**src/rtl/rf_arb_pkg.sv**
```systemverilog
`default_nettype none
// ============================================================================
// Module : rf_arb_pkg
// Brief  : Shared types and default widths for the register-file arbiter.
// Rev    : 1.0  initial release
// ============================================================================
package rf_arb_pkg;

    localparam int c_DEF_ADDR_W  = 4;
    localparam int c_DEF_DATA_W  = 8;
    localparam int c_DEF_TIMEOUT = 15;
    localparam int c_CNT_W       = 8;

    typedef enum bit [1:0] {
        IDLE    = 2'd0,
        ISSUE   = 2'd1,
        WAIT_RD = 2'd2
    } rf_state_e;

    typedef bit req_id_t;

endpackage
`default_nettype wire

```
**src/rtl/rf_arbiter_rr_arb2.sv**
```systemverilog
`default_nettype none
// ============================================================================
// Module : rr_arb2
// Brief  : Two-way round-robin pick with a registered last-winner pointer.
// Rev    : 1.0  initial release
// ============================================================================
module rr_arb2
    import rf_arb_pkg::*;
(
    input  logic    CLK,
    input  logic    RST,
    input  logic    i_req0,
    input  logic    i_req1,
    input  logic    i_grant,
    output logic    o_any,
    output req_id_t o_winner
);

    req_id_t r_ptr;
    req_id_t w_winner;

    // Under contention the side that did not win last time goes next.
    always_comb begin
        w_winner = req_id_t'(i_req1);
        if (i_req0 && i_req1) begin
            w_winner = ~r_ptr;
        end
    end

    always_ff @(posedge CLK) begin
        if (RST) begin
            r_ptr <= 1'b0;
        end else if (i_grant && o_any) begin
            r_ptr <= w_winner;
        end
    end

    assign o_any    = i_req0 | i_req1;
    assign o_winner = w_winner;

endmodule
`default_nettype wire

```
**src/rtl/rf_arbiter.sv**
```systemverilog
`default_nettype none
// ============================================================================
// Module : rf_arbiter
// Brief  : Round-robin arbiter sharing one register-file port between two
//          requesters, with read-data routing and a read timeout.
// Rev    : 1.0  initial release
// ============================================================================
module rf_arbiter
    import rf_arb_pkg::*;
#(
    parameter int ADDR_W  = c_DEF_ADDR_W,
    parameter int DATA_W  = c_DEF_DATA_W,
    parameter int TIMEOUT = c_DEF_TIMEOUT
)(
    input  logic              CLK,
    input  logic              RST,
    input  logic              req0,
    input  logic              req1,
    input  logic              wr0,
    input  logic              wr1,
    input  logic              rd0,
    input  logic              rd1,
    input  logic [ADDR_W-1:0] addr0,
    input  logic [ADDR_W-1:0] addr1,
    input  logic [DATA_W-1:0] wdata0,
    input  logic [DATA_W-1:0] wdata1,
    output logic              ack0,
    output logic              ack1,
    output logic [DATA_W-1:0] rdata0,
    output logic [DATA_W-1:0] rdata1,
    output logic              rvld0,
    output logic              rvld1,
    output logic              rerr0,
    output logic              rerr1,
    output logic [ADDR_W-1:0] Address,
    output logic              WrEn,
    output logic              RdEn,
    output logic [DATA_W-1:0] WrData,
    input  logic [DATA_W-1:0] RdData,
    input  logic              RdData_Valid,
    output logic              busy
);

    localparam logic [1:0]         c_ST_IDLE    = 2'(IDLE);
    localparam logic [1:0]         c_ST_ISSUE   = 2'(ISSUE);
    localparam logic [1:0]         c_ST_WAIT_RD = 2'(WAIT_RD);
    localparam logic [c_CNT_W-1:0] c_TIMEOUT    = c_CNT_W'(TIMEOUT);
    localparam logic [c_CNT_W-1:0] c_CNT_ONE    = c_CNT_W'(1);

    logic [1:0]         r_state;
    req_id_t            r_owner;
    logic               r_is_rd;
    logic [c_CNT_W-1:0] r_cnt;
    logic [ADDR_W-1:0]  r_addr;
    logic [DATA_W-1:0]  r_wdata;
    logic               r_wren;
    logic               r_rden;
    logic               r_busy;
    logic [1:0]         r_ack;

    logic               w_idle;
    logic               w_any;
    req_id_t            w_winner;
    logic               w_sel_wr;
    logic               w_sel_rd;
    logic [ADDR_W-1:0]  w_sel_addr;
    logic [DATA_W-1:0]  w_sel_wdata;
    logic               w_timeout;
    logic               w_rd_done;

    assign w_idle = (r_state == c_ST_IDLE);

    rr_arb2 u_rr_arb2 (
        .CLK      (CLK),
        .RST      (RST),
        .i_req0   (req0),
        .i_req1   (req1),
        .i_grant  (w_idle),
        .o_any    (w_any),
        .o_winner (w_winner)
    );

    always_comb begin
        w_sel_wr    = wr0;
        w_sel_rd    = rd0;
        w_sel_addr  = addr0;
        w_sel_wdata = wdata0;
        if (w_winner) begin
            w_sel_wr    = wr1;
            w_sel_rd    = rd1;
            w_sel_addr  = addr1;
            w_sel_wdata = wdata1;
        end
    end

    // Valid on the timeout cycle still counts as data, so it is tested first downstream.
    assign w_timeout = (r_state == c_ST_WAIT_RD) && ((r_cnt + c_CNT_ONE) == c_TIMEOUT);
    assign w_rd_done = (r_state == c_ST_WAIT_RD) && (RdData_Valid || w_timeout);

    always_ff @(posedge CLK) begin
        if (RST) begin
            r_state <= c_ST_IDLE;
            r_owner <= 1'b0;
            r_is_rd <= 1'b0;
            r_cnt   <= '0;
            r_addr  <= '0;
            r_wdata <= '0;
            r_wren  <= 1'b0;
            r_rden  <= 1'b0;
            r_busy  <= 1'b0;
            r_ack   <= 2'b00;
        end else begin
            r_ack  <= 2'b00;
            r_wren <= 1'b0;
            r_rden <= 1'b0;
            case (r_state)
                c_ST_IDLE: begin
                    if (w_any) begin
                        // Command is captured here; later field changes are ignored.
                        r_state         <= c_ST_ISSUE;
                        r_busy          <= 1'b1;
                        r_owner         <= w_winner;
                        r_addr          <= w_sel_addr;
                        r_wdata         <= w_sel_wdata;
                        r_wren          <= w_sel_wr;
                        r_rden          <= w_sel_rd & ~w_sel_wr;
                        r_is_rd         <= w_sel_rd & ~w_sel_wr;
                        r_ack[w_winner] <= 1'b1;
                    end
                end
                c_ST_ISSUE: begin
                    r_cnt <= '0;
                    if (r_is_rd) begin
                        r_state <= c_ST_WAIT_RD;
                    end else begin
                        r_state <= c_ST_IDLE;
                        r_busy  <= 1'b0;
                    end
                end
                c_ST_WAIT_RD: begin
                    r_cnt <= r_cnt + c_CNT_ONE;
                    if (w_rd_done) begin
                        r_state <= c_ST_IDLE;
                        r_busy  <= 1'b0;
                    end
                end
                default: begin
                    r_state <= c_ST_IDLE;
                    r_busy  <= 1'b0;
                end
            endcase
        end
    end

    // Per-requester return path; only the owner of the read sees a pulse.
    for (genvar gi = 0; gi < 2; gi++) begin : g_ret
        localparam req_id_t c_ID = req_id_t'(gi);

        logic              r_rvld;
        logic              r_rerr;
        logic [DATA_W-1:0] r_rdata;

        always_ff @(posedge CLK) begin
            if (RST) begin
                r_rvld  <= 1'b0;
                r_rerr  <= 1'b0;
                r_rdata <= '0;
            end else begin
                r_rvld <= 1'b0;
                r_rerr <= 1'b0;
                if (w_rd_done && (r_owner == c_ID)) begin
                    r_rvld  <= 1'b1;
                    r_rerr  <= ~RdData_Valid;
                    r_rdata <= RdData_Valid ? RdData : '0;
                end
            end
        end
    end

    assign ack0    = r_ack[0];
    assign ack1    = r_ack[1];
    assign rvld0   = g_ret[0].r_rvld;
    assign rvld1   = g_ret[1].r_rvld;
    assign rerr0   = g_ret[0].r_rerr;
    assign rerr1   = g_ret[1].r_rerr;
    assign rdata0  = g_ret[0].r_rdata;
    assign rdata1  = g_ret[1].r_rdata;
    assign Address = r_addr;
    assign WrData  = r_wdata;
    assign WrEn    = r_wren;
    assign RdEn    = r_rden;
    assign busy    = r_busy;

endmodule
`default_nettype wire

```
**config.mk**
```make
export PLATFORM = sky130hd
export DESIGN_NAME = rf_arbiter
export DESIGN_NICKNAME = d
export VERILOG_FILES = /design/src/rtl/rf_arb_pkg.sv /design/src/rtl/rf_arbiter_rr_arb2.sv /design/src/rtl/rf_arbiter.sv
export SDC_FILE = /design/constraint.sdc
export NUM_CORES = 1
export LEC_CHECK = 0
export CAP_MARGIN = 20
export CORE_ASPECT_RATIO = 2
export CORE_MARGIN = 2
export CORE_UTILIZATION = 45
export DETAILED_ROUTE_END_ITERATION = 8
export PLACE_DENSITY = 0.79
export SETUP_SLACK_MARGIN = 0.02
export SLEW_MARGIN = 10
export SYNTH_ARGS = -nofsm -noshare
export SYNTH_HDL_FRONTEND = slang
export SYNTH_HIERARCHICAL = 1
export SYNTH_SLANG_ARGS = --single-unit
export TNS_END_PERCENT = 50
```
**constraint.sdc**
```tcl
create_clock -name CLK -period 2.7 [get_ports CLK]
set_clock_uncertainty 0.15 [all_clocks]
set_input_delay 0.675 -clock CLK [delete_from_list [all_inputs] [get_ports CLK]]
set_output_delay 0.675 -clock CLK [all_outputs]
set_load 0.05 [all_outputs]
```
# Word level (Yosys, flattened, before mapping)
# Index checks and enable logic that the tools add are counted.
# Widths: inputs -> output; s select.
# op_classes
bitwise,10
n_div,0
magnitude_cmp,2
n_reduce_logical,16
eq_ne,6
shift,0
multipliers,0
muxes,19
addsub,1
# ops
operator,n
$mux 8,2
$pmux 8 s2,1
$mux 1,9
$add 8x1->8 const B,1
$eq 8x4->1 const B,1
$not 1->1,8
$logic_and 1x1->1,7
$mux 2,3
$ne 2x2->1 const B,3
$pmux 2 s3,1
$mux 4,1
$reduce_and 2->1,2
$reduce_or 2->1,2
$pmux 1 s3,1
$reduce_and 3->1,1
$reduce_or 3->1,1
$eq 2x1->1 const B,1
$eq 2x2->1 const B,1
$logic_not 2->1,1
$lt 1x2->1 const B,1
$reduce_bool 2->1,1
$and 1x1->1,1
$demux 1 s1,1
$ge 1x1->1 const B,1
2 further kinds,2
# totals
inputBits,41
regBits,50
memories,0
out_inout_bits,37
rom_bits,0
latch_bits,0
wordCells,71
ram_bits,0

# Depth between registers and ports, before layout
# Gate-level depths: netlist of the first run.
# logic_depth
depth_word,8
ltp_mapped,7
ltp_nobuf,7

# Cells and area by module
# The synthesis of the first run kept the hierarchy.
# modules_own_cells
mod,area_per_inst_um2,seq_area_each_um2,instances,cells_each
rf_arbiter,2223.4,980.9,1,249
rr_arb2,60.1,20.0,1,6

# Worst setup path after synthesis of the first run
# OpenSTA, ideal clock, no wires.
# synth_path
path_kind,in2reg
startpoint,input port req1
endpoint,"register r_addr[0], in the netlist Address[0]"
setup_ns,0.137
setup_slack_ns,0.650
required_ns,2.413
n_path_buf,2
arrival_time_ns,1.763
stages,5
cell_sequence,a21boi_0 clkbuf_1 buf_2 mux2i_1 a211oi_1
# synth_via
elab_chain_cells,3
elab_cells_between_ends,5
cone_classes,mux (2); bitwise (1); reduce/logical (2)
# synth_rtl
item,line_no,text
"start, declared",rf_arbiter.sv:18,"input logic req1,"
$logic_and 1x1->1,rf_arbiter_rr_arb2.sv:25,if (i_req0 && i_req1) begin
$mux 1,rf_arbiter_rr_arb2.sv:25,
$mux 4,rf_arbiter.sv:88,if (w_winner) begin
"end signal, assigned",rf_arbiter.sv:123,r_addr <= w_sel_addr;
"end, declared",rf_arbiter.sv:54,logic [ADDR_W-1:0] r_addr;
# Several ways; a longest one is shown, not always the timed one.
# A chain may end at the register's enable or synchronous reset.

# Worst setup path after layout of the first run
# layout_path
startpoint,"register r_busy, in the netlist busy"
endpoint,output port busy
# layout_rtl
item,line_no,text
"start, declared",rf_arbiter.sv:58,logic r_busy;
"start signal, assigned",rf_arbiter.sv:110,r_busy <= 1'b0;
"start signal, assigned",rf_arbiter.sv:121,r_busy <= 1'b1;
"start signal, assigned",rf_arbiter.sv:137,r_busy <= 1'b0;
"end, declared",rf_arbiter.sv:41,output logic busy
# No word-level cell between the ends.

==> flow_metrics.tcl, run 1 <==
set metrics [dict create \
    run_status "finished clean" \
    drive_gt1_share_pct 7.51 \
    path_cells "clkdlybuf4s50_1" \
    syn_inst 255 \
    first_pass_iters 4 \
    irDropWorstVdd_v 0.000419 \
    maxCapViolCount 0 \
    synth_enable_flop_cells 0 \
    ys_ff_latch 50 \
    whs_ps 329 \
    n_antenna_cell 0 \
    cts_tree "built" \
    postCtsSetupBuffers 0 \
    grt_pass1_wl_um 8790 \
    cpMaxStageDelayCell "clkdlybuf4s50_1" \
    syn_nets 301 \
    fin_crit_sh_pct 85.6 \
    arrival_ps 1490 \
    nNetsFinal 379 \
    critPathBufInv 1 \
    die_x_um 54.4 \
    place_ws_ps 296 \
    rsz0062_at_grt "no" \
    antenna_found_initial 0 \
    hold_viol_final 0 \
    max_freq_ghz 0.432 \
    drc_errors 0 \
    critPathKind "reg -> out" \
    async_flop_share_pct 0 \
    fill_cells 420 \
    worst_ep_required_time_ps 1880 \
    setup-violations-final 0 \
    io_buffers 77 \
    hold_buffers 0 \
    slew_violations 0 \
    finalPower_mw 1.58 \
    tightest_slew_ps 564 \
    path_max_fanout 2 \
    die_h_um 105 \
    root_buffer "clkbuf_8" \
    slew_headroom_pct 62.3 \
    final_common_cell "clkdlybuf4s50_1" \
    mostFrequentLayoutCells "clkdlybuf4s50_1 (77), dfxtp_1 (50), nor2_1 (32)" \
    min_period_ps 2310 \
    core-area_um2 4860 \
    clock_path_buffers 2 \
    htree_num_levels 2 \
    critPathMaxStageDelay_ps 850 \
    powerDensity_nw_per_um2 492 \
    syn_area_um2 2280 \
    gp_congestion 0.754 \
    num_vias 2034 \
    overflow 0 \
    routed_wl_um 5440 \
    layout-area-overhead-vs-synth_pct 40.6 \
    cts_resized 0 \
    wl_per_cell_um 14.0 \
    grt_max_degree 27 \
    dp_hpwl_um 4220 \
    synthDistinctLibCells 37 \
    startpoint_type "flop" \
    power.leakage_nw 1.25 \
    placedInstanceArea_um2 3130 \
    tns_ps 0 \
    cts_num_sinks 50 \
    clkTransAtPathRegs_ps 90 \
    fp-row-count 36 \
    final_area_um2 3210 \
    synth_ff_type "dfxtp_1" \
    setup_slack_ps 388 \
    worstSetupEndpointType "output port" \
    clk_latency_ps 300 \
    ios 78 \
    antenna_left 0 \
    final_core_util_pct 66.0 \
    grt_pass1_vias 1906 \
    layoutNonFillerInstCount 390 \
    placed_cells 383 \
    grt_use_total_pct 20.6 \
    dieArea_um2 5690 \
    synth_warnings 6 \
    cts-buffers-inserted 5 \
    min_path_type "reg -> reg" \
    start_util_pct 46.9 \
    dr.first_iter.drc_count 33 \
    avgSynthCellArea_um2 8.95 \
    seq_area_frac_synth_pct 43.8 \
    vias_per_cell 5.22 \
    path_delay_family "buffers and inverters" \
]
-- sequential cells by signal, summed over array words and instances (netlist names), 2 cells and up --
signal and cells:
rdata0 8, rdata1 8, WrData 8, r_state 2, r_cnt 8, Address 4, r_ack 2
-- tightest hold or removal path: stages, from the launching register on --
cell and delay (ps):
dfxtp_1 320, nand2b_1 60, mux2i_1 60
-- kinds of logic (layout without fill, tap and decap cells) --
logic type               count (synthesis)  count (layout)  synth area share, %
buffers and inverters                   24             102                 4.38
multiplexers                            32              32                 14.2
AO/OA/AOI/OAI                           42              42                 12.8
adder cells (fa/ha/maj)                  5               5                 2.74
AND/OR/NAND/NOR                        102             102                 22.0
flip-flops                              50              50                 43.8
-- synth_stat cells, drive strengths merged (6+ instances only) --
library cell | instances | share of area [%]
a211oi | 13 | 4.3
a21oi | 13 | 3.0
clkbuf | 10 | 1.6
dfxtp | 50 | 44
inv | 9 | 1.5
mux2i | 31 | 14
nand2 | 21 | 3.6
nand2b | 22 | 6.0
nand3 | 6 | 1.3
nor2 | 32 | 5.3
nor3 | 6 | 1.3
o21ai | 7 | 1.5
-- area by class of cell --
type / count / area [um^2] / share of cell area [%]
timing repair buffer: 86 / 838 / 26.1
inverter: 9 / 33.8 / 1.05
clock inverter: 1 / 7.51 / 0.234
multi-input combinational: 181 / 1190 / 36.9
sequential: 50 / 1000 / 31.2
clock buffer: 6 / 72.6 / 2.26
tap: 57 / 71.3 / 2.22
-- where the power goes --
group	total (mW)	leakage (nW)	switching (mW)	internal, mW
Clock	0.415	0.0373	0.237	0.178
Sequential	0.791	0.408	0.0183	0.773
Combinational	0.374	0.802	0.213	0.161
Total	1.58	1.25	0.468	1.11
-- layer usage --
layer,vias to the layer above,GRT usage [%],part of all wire (%)
met5,-,0,0
met4,0,9.64,2.8
met3,11,2.86,3.2
met2,48,36.4,57
met1,938,22.3,37
li1,1037,-,-
-- path summary, 6_finish.rpt --
check,start,to,slack (ps),cells past startpoint
setup / recovery,busy,busy,390,1
hold / removal,rdata0[6],rdata0[6],330,2
setup reg to reg,r_cnt[2],rdata0[0],550,6
hold reg to reg,rdata0[6],rdata0[6],330,2
(Power assumes the default switching activity.)
==> inputs of run 2 (changes only) <==
--- a/config.mk
+++ b/config.mk
@@ -11,6 +11,7 @@
 export CORE_UTILIZATION = 45
 export DETAILED_ROUTE_END_ITERATION = 8
 export PLACE_DENSITY = 0.79
+export RECOVER_POWER = 50
 export SETUP_SLACK_MARGIN = 0.02
 export SLEW_MARGIN = 10
 export SYNTH_ARGS = -nofsm -noshare
==> run 2 against run 1 <==
  * Via count unchanged
  * Setup slack worse by 37 ps
  * Final cell count unchanged
  * Clock power about the same
  * Clock-buffer cell count unchanged
  * Critical path depth up 3
==> flow_metrics.tcl, run 2 (synthesis results as in run 1) <==
set metrics [dict create \
    antenna_found_initial 0 \
    slew_violations 0 \
    min_period_ps 2350 \
    num_vias 2034 \
    worstSetupEndpointType "flop" \
    cts_tree "built" \
    ff2ff_path_depth 6 \
    critPathKind "in -> reg" \
    grt_pass1_wl_um 8790 \
    powerDensity_nw_per_um2 493 \
    die_x_um 54.4 \
    reg2reg_from "r_cnt[2]" \
    fill_cells 424 \
    r2r-end "rdata0[0]" \
    final_core_util_pct 65.7 \
    wl_per_cell_um 14.0 \
    slew_headroom_pct 39.3 \
    tightest_slew_ps 911 \
    setup-violations-final 0 \
    tns_ps 0 \
    start_util_pct 46.9 \
    nNetsFinal 379 \
    routed_wl_um 5460 \
    dr.first_iter.drc_count 23 \
    io_buffers 77 \
    root_buffer "clkbuf_8" \
    irDropWorstVdd_v 0.000418 \
    max_freq_ghz 0.426 \
    gp_congestion 0.754 \
    grt_max_degree 27 \
    layout-area-overhead-vs-synth_pct 39.9 \
    clkTransAtPathRegs_ps 90 \
    startpoint_type "input port" \
    hold_viol_final 0 \
    fp-row-count 36 \
    mostFrequentLayoutCells "clkdlybuf4s50_1 (73), dfxtp_1 (50), nor2_1 (32)" \
    overflow 0 \
    clock_path_buffers 2 \
    reg2reg_slack_ps 430 \
    worst_ep_required_time_ps 2730 \
    holdPathEnd "rdata1[3]" \
    postCtsSetupBuffers 0 \
    ios 78 \
    path_max_fanout 26 \
    seqCellArea_um2 1000 \
    cts_resized 0 \
    hold_start "rdata1[3]" \
    die_h_um 105 \
    clk_latency_ps 300 \
    maxCapViolCount 0 \
    rsz0062_at_grt "no" \
    antenna_left 0 \
    dieArea_um2 5690 \
    run_status "finished clean" \
    core-area_um2 4860 \
    vias_per_cell 5.22 \
    holdPathStages 2 \
    min_path_type "reg -> reg" \
    cts_num_sinks 50 \
    n_antenna_cell 0 \
    cts-buffers-inserted 5 \
    drc_errors 0 \
    multi_input_area_um2 1180 \
    final_common_cell "clkdlybuf4s50_1" \
    grt_pass1_vias 1906 \
    hold_buffers 0 \
    htree_num_levels 2 \
    power.leakage_nw 1.25 \
    fin_crit_sh_pct 87.0 \
    arrival_ps 2380 \
    drive_gt1_share_pct 6.91 \
    grt_use_total_pct 20.6 \
    dp_hpwl_um 4220 \
    first_pass_iters 4 \
]
==> run 2: changes by cell type in the layout (fill, tap and decap cells not counted), sizes merged <==
cell and delta:
clkdlybuf4s50 -4, clkbuf +4, dlygate4sd3 +4, buf -4
==> run 2: per-stage QoR <==
stage          setup WS (ps)  std cells  hold WS, ps  power (mW)  instance area, um^2
6_report                 351        390          329        1.58                 3200
5_1_grt                  195        390          346        1.64                 3200
4_1_cts                  389        390          332        1.60                 3210
3_5_place_dp             296        383          317        1.18                 3130
3_3_place_gp             317        383          308        1.18                 3130
2_1_floorplan            650        255          328        1.03                 2280
==> run 2: how the worst max path moves through the flow <==
stage / from / end
floorplan: req1 / Address[0]
global placement: req0 / r_state[1]
detailed placement: req0 / r_state[1]
finish: RST / rdata0[0]
CTS: rdata1[0] / rdata1[0]
global route: RST / rdata0[0]
==> run 2: report_power, final <==
group / leakage (nW) / total [mW] / internal [mW] / switching (mW)
Combinational: 0.801 / 0.369 / 0.157 / 0.212
Clock: 0.0373 / 0.415 / 0.178 / 0.237
Sequential: 0.408 / 0.791 / 0.773 / 0.0180
Total: 1.25 / 1.58 / 1.11 / 0.467
==> run 2: final cells by class <==
type | count | area share [%]
clock buffer | 6 | 2.27
clock inverter | 1 | 0.235
inverter | 9 | 1.06
multi-input combinational | 181 | 37.0
sequential | 50 | 31.3
tap | 57 | 2.23
timing repair buffer | 86 | 25.9
==> run 2: layer usage <==
metal | global-route usage [%] | part of all wire (%)
met1 | 22.3 | 37
met2 | 36.4 | 57
met3 | 2.86 | 3.0
met4 | 9.64 | 2.7
met5 | 0 | 0
==> run 2: worst max-delay path, stage by stage <==
cell,delay (ps)
dlygate4sd3_1,700
clkbuf_1,730
nand2b_1,200
mux2i_1,70
